$ cat config.mk
export PLATFORM = sky130hd
export DESIGN_NAME = regfile_commit_ctrl
export DESIGN_NICKNAME = d
export VERILOG_FILES = /design/src/rtl/regfile_commit_ctrl_pkg.sv /design/src/rtl/regfile_commit_fifo.sv /design/src/rtl/regfile_commit_ctrl.sv
export SDC_FILE = /design/constraint.sdc
export NUM_CORES = 1
export LEC_CHECK = 0
export BUFFER_PORTS_ARGS = -buffer_cell sky130_fd_sc_hd__buf_2
export CORE_AREA = 10 10 238 240
export CTS_BUF_LIST = sky130_fd_sc_hd__clkbuf_4
export DETAILED_ROUTE_END_ITERATION = 10
export DIE_AREA = 0 0 248 250
export PLACE_DENSITY = 0.55
export SYNTH_ARGS = -nofsm -noshare
export SYNTH_HDL_FRONTEND = slang
export SYNTH_HIERARCHICAL = 1
export SYNTH_SLANG_ARGS = --single-unit
export TNS_END_PERCENT = 10
$ cat constraint.sdc
create_clock -name clk_in -period 3.3 [get_ports clk_in]
set_clock_uncertainty 0.1 [all_clocks]
set_input_delay 0.33 -clock clk_in [delete_from_list [all_inputs] [get_ports clk_in]]
set_output_delay 0.33 -clock clk_in [all_outputs]
set_load 0.03 [all_outputs]
$ cat src/rtl/regfile_commit_ctrl_pkg.sv
// Shared CPU defines for the regfile commit path:
// ROB/register/data widths and the commit FSM encoding.
package regfile_commit_ctrl_pkg;

    localparam int ROB_WIDTH    = 4;
    localparam int REG_ID_WIDTH = 5;
    localparam int XLEN         = 32;

    typedef enum logic [1:0] {
        ST_IDLE  = 2'd0,
        ST_DRAIN = 2'd1,
        ST_HOLD  = 2'd2
    } cq_state_e;

    typedef struct packed {
        logic [REG_ID_WIDTH-1:0] reg_id;
        logic [XLEN-1:0]         val;
        logic [ROB_WIDTH-1:0]    rob_id;
    } cq_entry_t;

endpackage

$ cat src/rtl/regfile_commit_fifo.sv
// commit_fifo: in-order circular commit queue with
// wrapping head/tail pointers, occupancy and per-entry valid bits.
module commit_fifo
    import regfile_commit_ctrl_pkg::*;
#(
    parameter  int DEPTH = 4,
    localparam int PW    = $clog2(DEPTH),
    localparam int CW    = PW + 1
) (
    input  logic                          clk_in,
    input  logic                          rst_n_in,
    input  logic                          push_en,
    input  logic [REG_ID_WIDTH-1:0]       push_reg_id,
    input  logic [XLEN-1:0]               push_val,
    input  logic [ROB_WIDTH-1:0]          push_rob_id,
    input  logic                          pop_en,
    output logic [REG_ID_WIDTH-1:0]       head_reg_id,
    output logic [XLEN-1:0]               head_val,
    output logic [ROB_WIDTH-1:0]          head_rob_id,
    output logic [CW-1:0]                 count,
    output logic [PW-1:0]                 head_ptr,
    output logic [DEPTH-1:0]              ent_vld,
    output logic [DEPTH*REG_ID_WIDTH-1:0] ent_reg_id,
    output logic [DEPTH*XLEN-1:0]         ent_val
);

    cq_entry_t        mem_q [DEPTH];
    logic [PW-1:0]    head_q;
    logic [PW-1:0]    tail_q;
    logic [CW-1:0]    count_q;
    logic [DEPTH-1:0] vld_q;

    always_ff @(posedge clk_in or negedge rst_n_in) begin
        if (!rst_n_in) begin
            head_q  <= '0;
            tail_q  <= '0;
            count_q <= '0;
            vld_q   <= '0;
        end else begin
            if (pop_en) begin
                head_q        <= head_q + 1'b1;
                vld_q[head_q] <= 1'b0;
            end
            if (push_en) begin
                tail_q        <= tail_q + 1'b1;
                vld_q[tail_q] <= 1'b1;
            end
            unique case ({push_en, pop_en})
                2'b10:   count_q <= count_q + 1'b1;
                2'b01:   count_q <= count_q - 1'b1;
                default: count_q <= count_q;
            endcase
        end
    end

    // Payload needs no reset: valid bits gate every use.
    always_ff @(posedge clk_in) begin
        if (push_en) begin
            mem_q[tail_q] <= '{push_reg_id, push_val, push_rob_id};
        end
    end

    always_comb begin
        ent_reg_id = '0;
        ent_val    = '0;
        for (int i = 0; i < DEPTH; i++) begin
            ent_reg_id[i*REG_ID_WIDTH +: REG_ID_WIDTH] = mem_q[i].reg_id;
            ent_val[i*XLEN +: XLEN]                    = mem_q[i].val;
        end
    end

    assign head_reg_id = mem_q[head_q].reg_id;
    assign head_val    = mem_q[head_q].val;
    assign head_rob_id = mem_q[head_q].rob_id;
    assign count       = count_q;
    assign head_ptr    = head_q;
    assign ent_vld     = vld_q;

endmodule

$ cat src/rtl/regfile_commit_ctrl.sv
// Regfile commit controller: queues ROB results, drains one per cycle.
// Define COMMIT_BYPASS_EN for a 0-cycle path when the queue is empty.
module regfile_commit_ctrl
    import regfile_commit_ctrl_pkg::*;
#(
    parameter  int CQ_DEPTH = 4,
    localparam int PW       = $clog2(CQ_DEPTH),
    localparam int CW       = PW + 1
) (
    input  logic                    clk_in,
    input  logic                    rst_n_in,
    input  logic                    rdy_in,
    input  logic                    clear,
    input  logic                    cq_valid,
    output logic                    cq_ready,
    input  logic [REG_ID_WIDTH-1:0] cq_reg_id,
    input  logic [XLEN-1:0]         cq_val,
    input  logic [ROB_WIDTH-1:0]    cq_rob_id,
    output logic                    commit_ready,
    output logic [REG_ID_WIDTH-1:0] commit_reg_id,
    output logic [XLEN-1:0]         commit_val,
    output logic [ROB_WIDTH-1:0]    commit_rob_id,
    input  logic [REG_ID_WIDTH-1:0] fwd_reg_1,
    output logic                    fwd_hit_1,
    output logic [XLEN-1:0]         fwd_val_1,
    input  logic [REG_ID_WIDTH-1:0] fwd_reg_2,
    output logic                    fwd_hit_2,
    output logic [XLEN-1:0]         fwd_val_2,
    output logic [CW-1:0]           cq_count
);

    cq_state_e state_q;
    cq_state_e state_d;

    logic                             push;
    logic                             pop;
    logic                             store;
    logic                             bypass;
    logic [CW-1:0]                    cnt_nxt;
    logic [REG_ID_WIDTH-1:0]          head_reg_id;
    logic [XLEN-1:0]                  head_val;
    logic [ROB_WIDTH-1:0]             head_rob_id;
    logic [PW-1:0]                    head_ptr;
    logic [CQ_DEPTH-1:0]              ent_vld;
    logic [CQ_DEPTH*REG_ID_WIDTH-1:0] ent_reg_id;
    logic [CQ_DEPTH*XLEN-1:0]         ent_val;

    // A pop never frees a slot for the same cycle's push.
    assign cq_ready = rst_n_in && rdy_in
                   && (cq_count < CW'(CQ_DEPTH));
    assign push     = cq_valid && cq_ready;
    assign pop      = rdy_in && !clear
                   && (state_q == ST_DRAIN)
                   && (cq_count != '0);

`ifdef COMMIT_BYPASS_EN
    assign bypass = push && !clear
                 && (cq_count == '0)
                 && (cq_reg_id != '0);
`else
    assign bypass = 1'b0;
`endif

    // x0 writes are accepted but never stored.
    assign store   = push && (cq_reg_id != '0) && !bypass;
    assign cnt_nxt = cq_count + CW'(store) - CW'(pop);

    commit_fifo #(
        .DEPTH (CQ_DEPTH)
    ) u_fifo (
        .clk_in      (clk_in),
        .rst_n_in    (rst_n_in),
        .push_en     (store),
        .push_reg_id (cq_reg_id),
        .push_val    (cq_val),
        .push_rob_id (cq_rob_id),
        .pop_en      (pop),
        .head_reg_id (head_reg_id),
        .head_val    (head_val),
        .head_rob_id (head_rob_id),
        .count       (cq_count),
        .head_ptr    (head_ptr),
        .ent_vld     (ent_vld),
        .ent_reg_id  (ent_reg_id),
        .ent_val     (ent_val)
    );

    always_ff @(posedge clk_in or negedge rst_n_in) begin
        if (!rst_n_in) begin
            state_q <= ST_IDLE;
        end else begin
            state_q <= state_d;
        end
    end

    always_comb begin
        state_d = state_q;
        if (rdy_in) begin
            if (clear) begin
                state_d = ST_HOLD;
            end else begin
                unique case (state_q)
                    ST_IDLE:
                        state_d = store ? ST_DRAIN : ST_IDLE;
                    ST_DRAIN, ST_HOLD:
                        state_d = (cnt_nxt == '0) ? ST_IDLE : ST_DRAIN;
                    default:
                        state_d = ST_IDLE;
                endcase
            end
        end
    end

    always_comb begin
        commit_ready  = 1'b0;
        commit_reg_id = '0;
        commit_val    = '0;
        commit_rob_id = '0;
        if (pop) begin
            commit_ready  = 1'b1;
            commit_reg_id = head_reg_id;
            commit_val    = head_val;
            commit_rob_id = head_rob_id;
        end else if (bypass) begin
            commit_ready  = 1'b1;
            commit_reg_id = cq_reg_id;
            commit_val    = cq_val;
            commit_rob_id = cq_rob_id;
        end
    end

    // Walk oldest to youngest so the youngest match wins.
    function automatic logic [XLEN:0] fwd_lookup(
        input logic [REG_ID_WIDTH-1:0]          r,
        input logic [PW-1:0]                    head,
        input logic [CQ_DEPTH-1:0]              vld,
        input logic [CQ_DEPTH*REG_ID_WIDTH-1:0] regs,
        input logic [CQ_DEPTH*XLEN-1:0]         vals
    );
        logic [XLEN:0] res;
        logic [PW-1:0] idx;
        res = '0;
        for (int i = 0; i < CQ_DEPTH; i++) begin
            idx = head + PW'(i);
            if ((r != '0) && vld[idx]
                && (regs[idx*REG_ID_WIDTH +: REG_ID_WIDTH] == r)) begin
                res = {1'b1, vals[idx*XLEN +: XLEN]};
            end
        end
        return res;
    endfunction

    assign {fwd_hit_1, fwd_val_1} =
        fwd_lookup(fwd_reg_1, head_ptr, ent_vld, ent_reg_id, ent_val);
    assign {fwd_hit_2, fwd_val_2} =
        fwd_lookup(fwd_reg_2, head_ptr, ent_vld, ent_reg_id, ent_val);

endmodule

==> summary.md <==
The portion of the clock cycle consumed by the worst path in the final layout is 127.5%, and the number of distinct library cells after synthesis is 60. The synthesized design contains 164 enable-type register cells. The min-delay analysis places its worst path in the category in2reg. Wires add up to 49670 um. The most used cell along the critical path is sky130_fd_sc_hd__buf_6. The run gives 83 as the total setup violations reported at the end of the flow. Data on the critical path is required at its endpoint by 2.87 ns. Max-cap violations in this run came to 0. Fraction of layout cells with a size suffix above 1: 35.89%. The first global-routing pass estimated 74210 um of wire.

The share of flip-flops with an asynchronous set or reset after synthesis is 7.345%. The signal on the critical path passes through buf_8 > mux4_2 > xnor2_2 > nand4_2 > buf_12 > buf_6 > nor4_4 > nor2_4 > o311ai_2 > o21a_1 > buf_6. The final reports fail on setup timing. For this run, the leading register cell type out of synthesis is sky130_fd_sc_hd__edfxtp_1. The run gives 0 as the number of max-slew violations in the final report. Summing all non-filler instances in the final layout gives an area of 0.01847 mm^2. The run finished, with violations left.

In this run the remaining antenna-violating nets after routing total 0. Timing would allow up to 0.2377 GHz. The region available for standard cell placement spans 0.05202 mm^2. Pin placement for this block handled 168 I/O pins. The initial DRC count came out at 1147. The final RePlAce weighted congestion came out at 0.8633. Counting every net in the synthesized netlist gives 1548. In this run the number of cells on the critical path is 11. The minimum period implied by the final worst setup slack is 4.207 ns. Summing the sequential cell areas from Yosys gives 34.09% of the chip area. Setup repair after global routing could not meet its margin everywhere.

After synthesis the netlist holds a flip-flop and latch count of 177. Critical-path maximum fanout: 15. The total via count in the routed design is 12176, and the final global-route overflow total is 0. The floorplan die width is 248 um. The post-detailed-placement half-perimeter wirelength is 32660 um. The commonest cells after synthesis are 164 x sky130_fd_sc_hd__edfxtp_1, 164 x sky130_fd_sc_hd__nor2_1, 155 x sky130_fd_sc_hd__buf_4. The filler cells instantiated in the layout total 5163. Library cell occupying the most area in the post-synthesis netlist: sky130_fd_sc_hd__edfxtp_1. In this run the vertical extent of the chip is 250 um. The ratio of routed vias to standard cells came out at 5.364. Clock tree synthesis selected as its root buffer the cell sky130_fd_sc_hd__clkbuf_4. In the post-synthesis netlist, the biggest area contributors are sky130_fd_sc_hd__edfxtp_1 32%, sky130_fd_sc_hd__mux4_2 8.0%, sky130_fd_sc_hd__buf_4 7.6%. The tools report the minimum setup slack in the final design as -0.9072 ns. STA classifies the critical path endpoint as an output pin.

IR analysis of the VDD net gives a maximum drop of 0.5013 mV. The tools report the total CTS buffers as 17. TritonCTS built the clock tree.

The end of the critical path is fwd_val_2[18]. The synthesized area per cell came out at 10.44 um^2. The logs give 177 for the total number of clock tree sinks and 0.15 ns for the setup slack of the most critical reg-to-reg path. The hold violation count in the final report was 0. The endpoint identified for the worst register-to-register timing path is state_q[0]. At the pin with the least slew margin, the transition time is 0.7259 ns. The critical path starts at u_fifo/head_ptr[0]. On the critical path the largest part of the delay comes from buffers and inverters. For this design, the slowest cell found on the critical path is sky130_fd_sc_hd__mux4_2. The number of standard cells after synthesis came out at 1476.

The run gives 0.06200 mm^2 as the full die area. The power density relative to cell area is 732.8 mW/mm^2, and the total number of H-tree levels is 4. The worst setup path is launched from a register. The first-pass iteration count of the detailed router came out at 5.

Entering global routing, the biggest net connects 114 pins. The placed instances occupy a cell area of 0.01643 mm^2. After synthesis, the largest area contributor takes up 31.97% of total cell area. The DRC violations left is 0.

The worst reg2reg path depth came out at 12. For this run, the total global-route usage over all layers was measured as 15.64%. Yosys printed 6 warnings.

The critical path contains buffers and inverters numbering 4 combined. Worst stage delay on the critical path: 0.56 ns. The type of the worst setup path is reg2out.

The clock transition at the register clock pins on the worst setup and hold paths after CTS came out at 0.17 ns. The tools report the via count of the first global-routing pass as 11823. The maximum clock insertion buffer count was 2.

In this run, placement finished with an instance count of 2163. Post-synthesis to final-layout area growth: 19.89%. The clock insertion delay at the later pin of the skew report came out at 0.78 ns. Input and output buffers added on the ports amount to 167. After detailed routing, the average wire length per cell comes to 21.88 um.

After synthesis the cells add up to 0.01540 mm^2. The startpoint identified for the worst register-to-register timing path is u_fifo/count[2]. The initial utilization of the core area, before any placement, comes to 29.61%. The logs give 84 for the number of rows in the core area and 2270 for the non-filler instance count after layout. The final layout contains 1639 nets. The tools report the leakage power as 6.938 nW. The initial antenna violation count was 2; the arrival time at the worst endpoint was 3.78 ns. In this run the tightest slew margin relative to its limit is 51.61%.
[power breakdown]
part           internal (mW)  leakage, nW  total [mW]  switching (mW)
Clock                  0.611        0.182        1.48           0.872
Sequential              2.63         1.63        2.81           0.180
Combinational           4.08         5.13        9.24            5.16
[flip-flops by register name, summed over array words and instances, names as in the netlist]
register / cells
u_fifo/count: 3
u_fifo/ent_vld: 4
u_fifo/tail_q: 2
u_fifo/mem_q: 164
u_fifo/head_ptr: 2
state_q: 2
[cells by family after synthesis]
| logic type | after synthesis | synth area share (%) |
|---|---|---|
| AND/OR/NAND/NOR | 397 | 11.96 |
| AO/OA/AOI/OAI | 302 | 16.00 |
| XOR/XNOR | 54 | 3.314 |
| buffers and inverters | 294 | 12.59 |
| multiplexers | 236 | 20.65 |
| flip-flops | 177 | 34.09 |
| adder cells (fa/ha/maj) | 16 | 1.397 |
[metal layers]
metal	track usage [%]	wire [um]	part of all wire, %
met5	0	0	0
met4	5.174	1008	2.0
met3	3.098	2838	5.7
met2	25.87	24490	49
met1	19.94	21330	43
[worst register-to-register path: cells and delay by family, from the launching register on]
family	cells	cell delay (ns)
compound gates	4	0.62
buf+inv	3	0.68
flops	1	0.47
simple gates	2	0.30
fa+ha+maj	3	0.89
[cell usage in the layout, fill, tap and decap left out, drive strengths merged, types with 6 or more instances in the layout]
master / count
a211oi: 34
a21oi: 34
a221oi: 32
a31o: 28
and2: 48
buf: 301
clkbuf: 19
dfrtp: 13
dlygate4sd3: 48
edfxtp: 164
ha: 14
inv: 19
mux2: 65
mux2i: 113
mux4: 58
nand2: 82
nand3: 6
nor2: 164
nor3: 43
nor4: 33
o211ai: 29
o21a: 32
o21ai: 40
o2bb2ai: 28
o311ai: 30
xnor2: 38
xor2: 16
[area by class of cell]
class | count | area [um^2] | area share (%)
multi-input cells | 1005 | 8549 | 46.30
flip-flops and latches | 177 | 5259 | 28.48
repair buffers | 353 | 3408 | 18.46
well taps | 688 | 860.8 | 4.662
clock inverters | 15 | 201.4 | 1.091
clock buffers | 17 | 127.6 | 0.6911
inverters | 13 | 53.80 | 0.2914
diodes | 2 | 5.005 | 0.02710
[stage by stage]
stage | total power, mW | setup TNS [ns] | setup WS (ns) | hold slack [ns] | utilization (%)
floorplan | 9.040 | -0.04099 | -0.04099 | -0.06559 | -
global placement | 11.04 | -6.638 | -0.1812 | 0.1900 | 31.58
detailed placement | 11.14 | -8.547 | -0.1980 | 0.1921 | 31.58
CTS | 13.38 | -63.40 | -0.9739 | 0.09713 | 34.75
global route | 14.37 | -69.33 | -1.111 | 0.1576 | 35.49
finish | 13.53 | -53.81 | -0.9072 | 0.1923 | 35.49
[timing repair]
item / in CTS / in global routing
hold endpoints to repair: 181 / 0
pin swaps: 30 / 40
hold buffers: 48 / 0
gates cloned: 6 / 2
gates resized for setup: 170 / 52
setup buffers: 10 / 7
endpoints found under the setup margin: 99 / 100
[worst min-delay path by stage]
stage                     startpoint                   to  cells past startpoint
final                      cq_val[9]  u_fifo/mem_q[3][13]                      2
after detailed placement    rst_n_in      u_fifo/count[1]                      2
after global routing       cq_val[9]  u_fifo/mem_q[3][13]                      2
after floorplan             rst_n_in           state_q[0]                      0
after global placement      rst_n_in      u_fifo/count[2]                      2
after CTS                  cq_val[9]  u_fifo/mem_q[3][13]                      2
No activity file was read; power rests on OpenSTA's default activity.
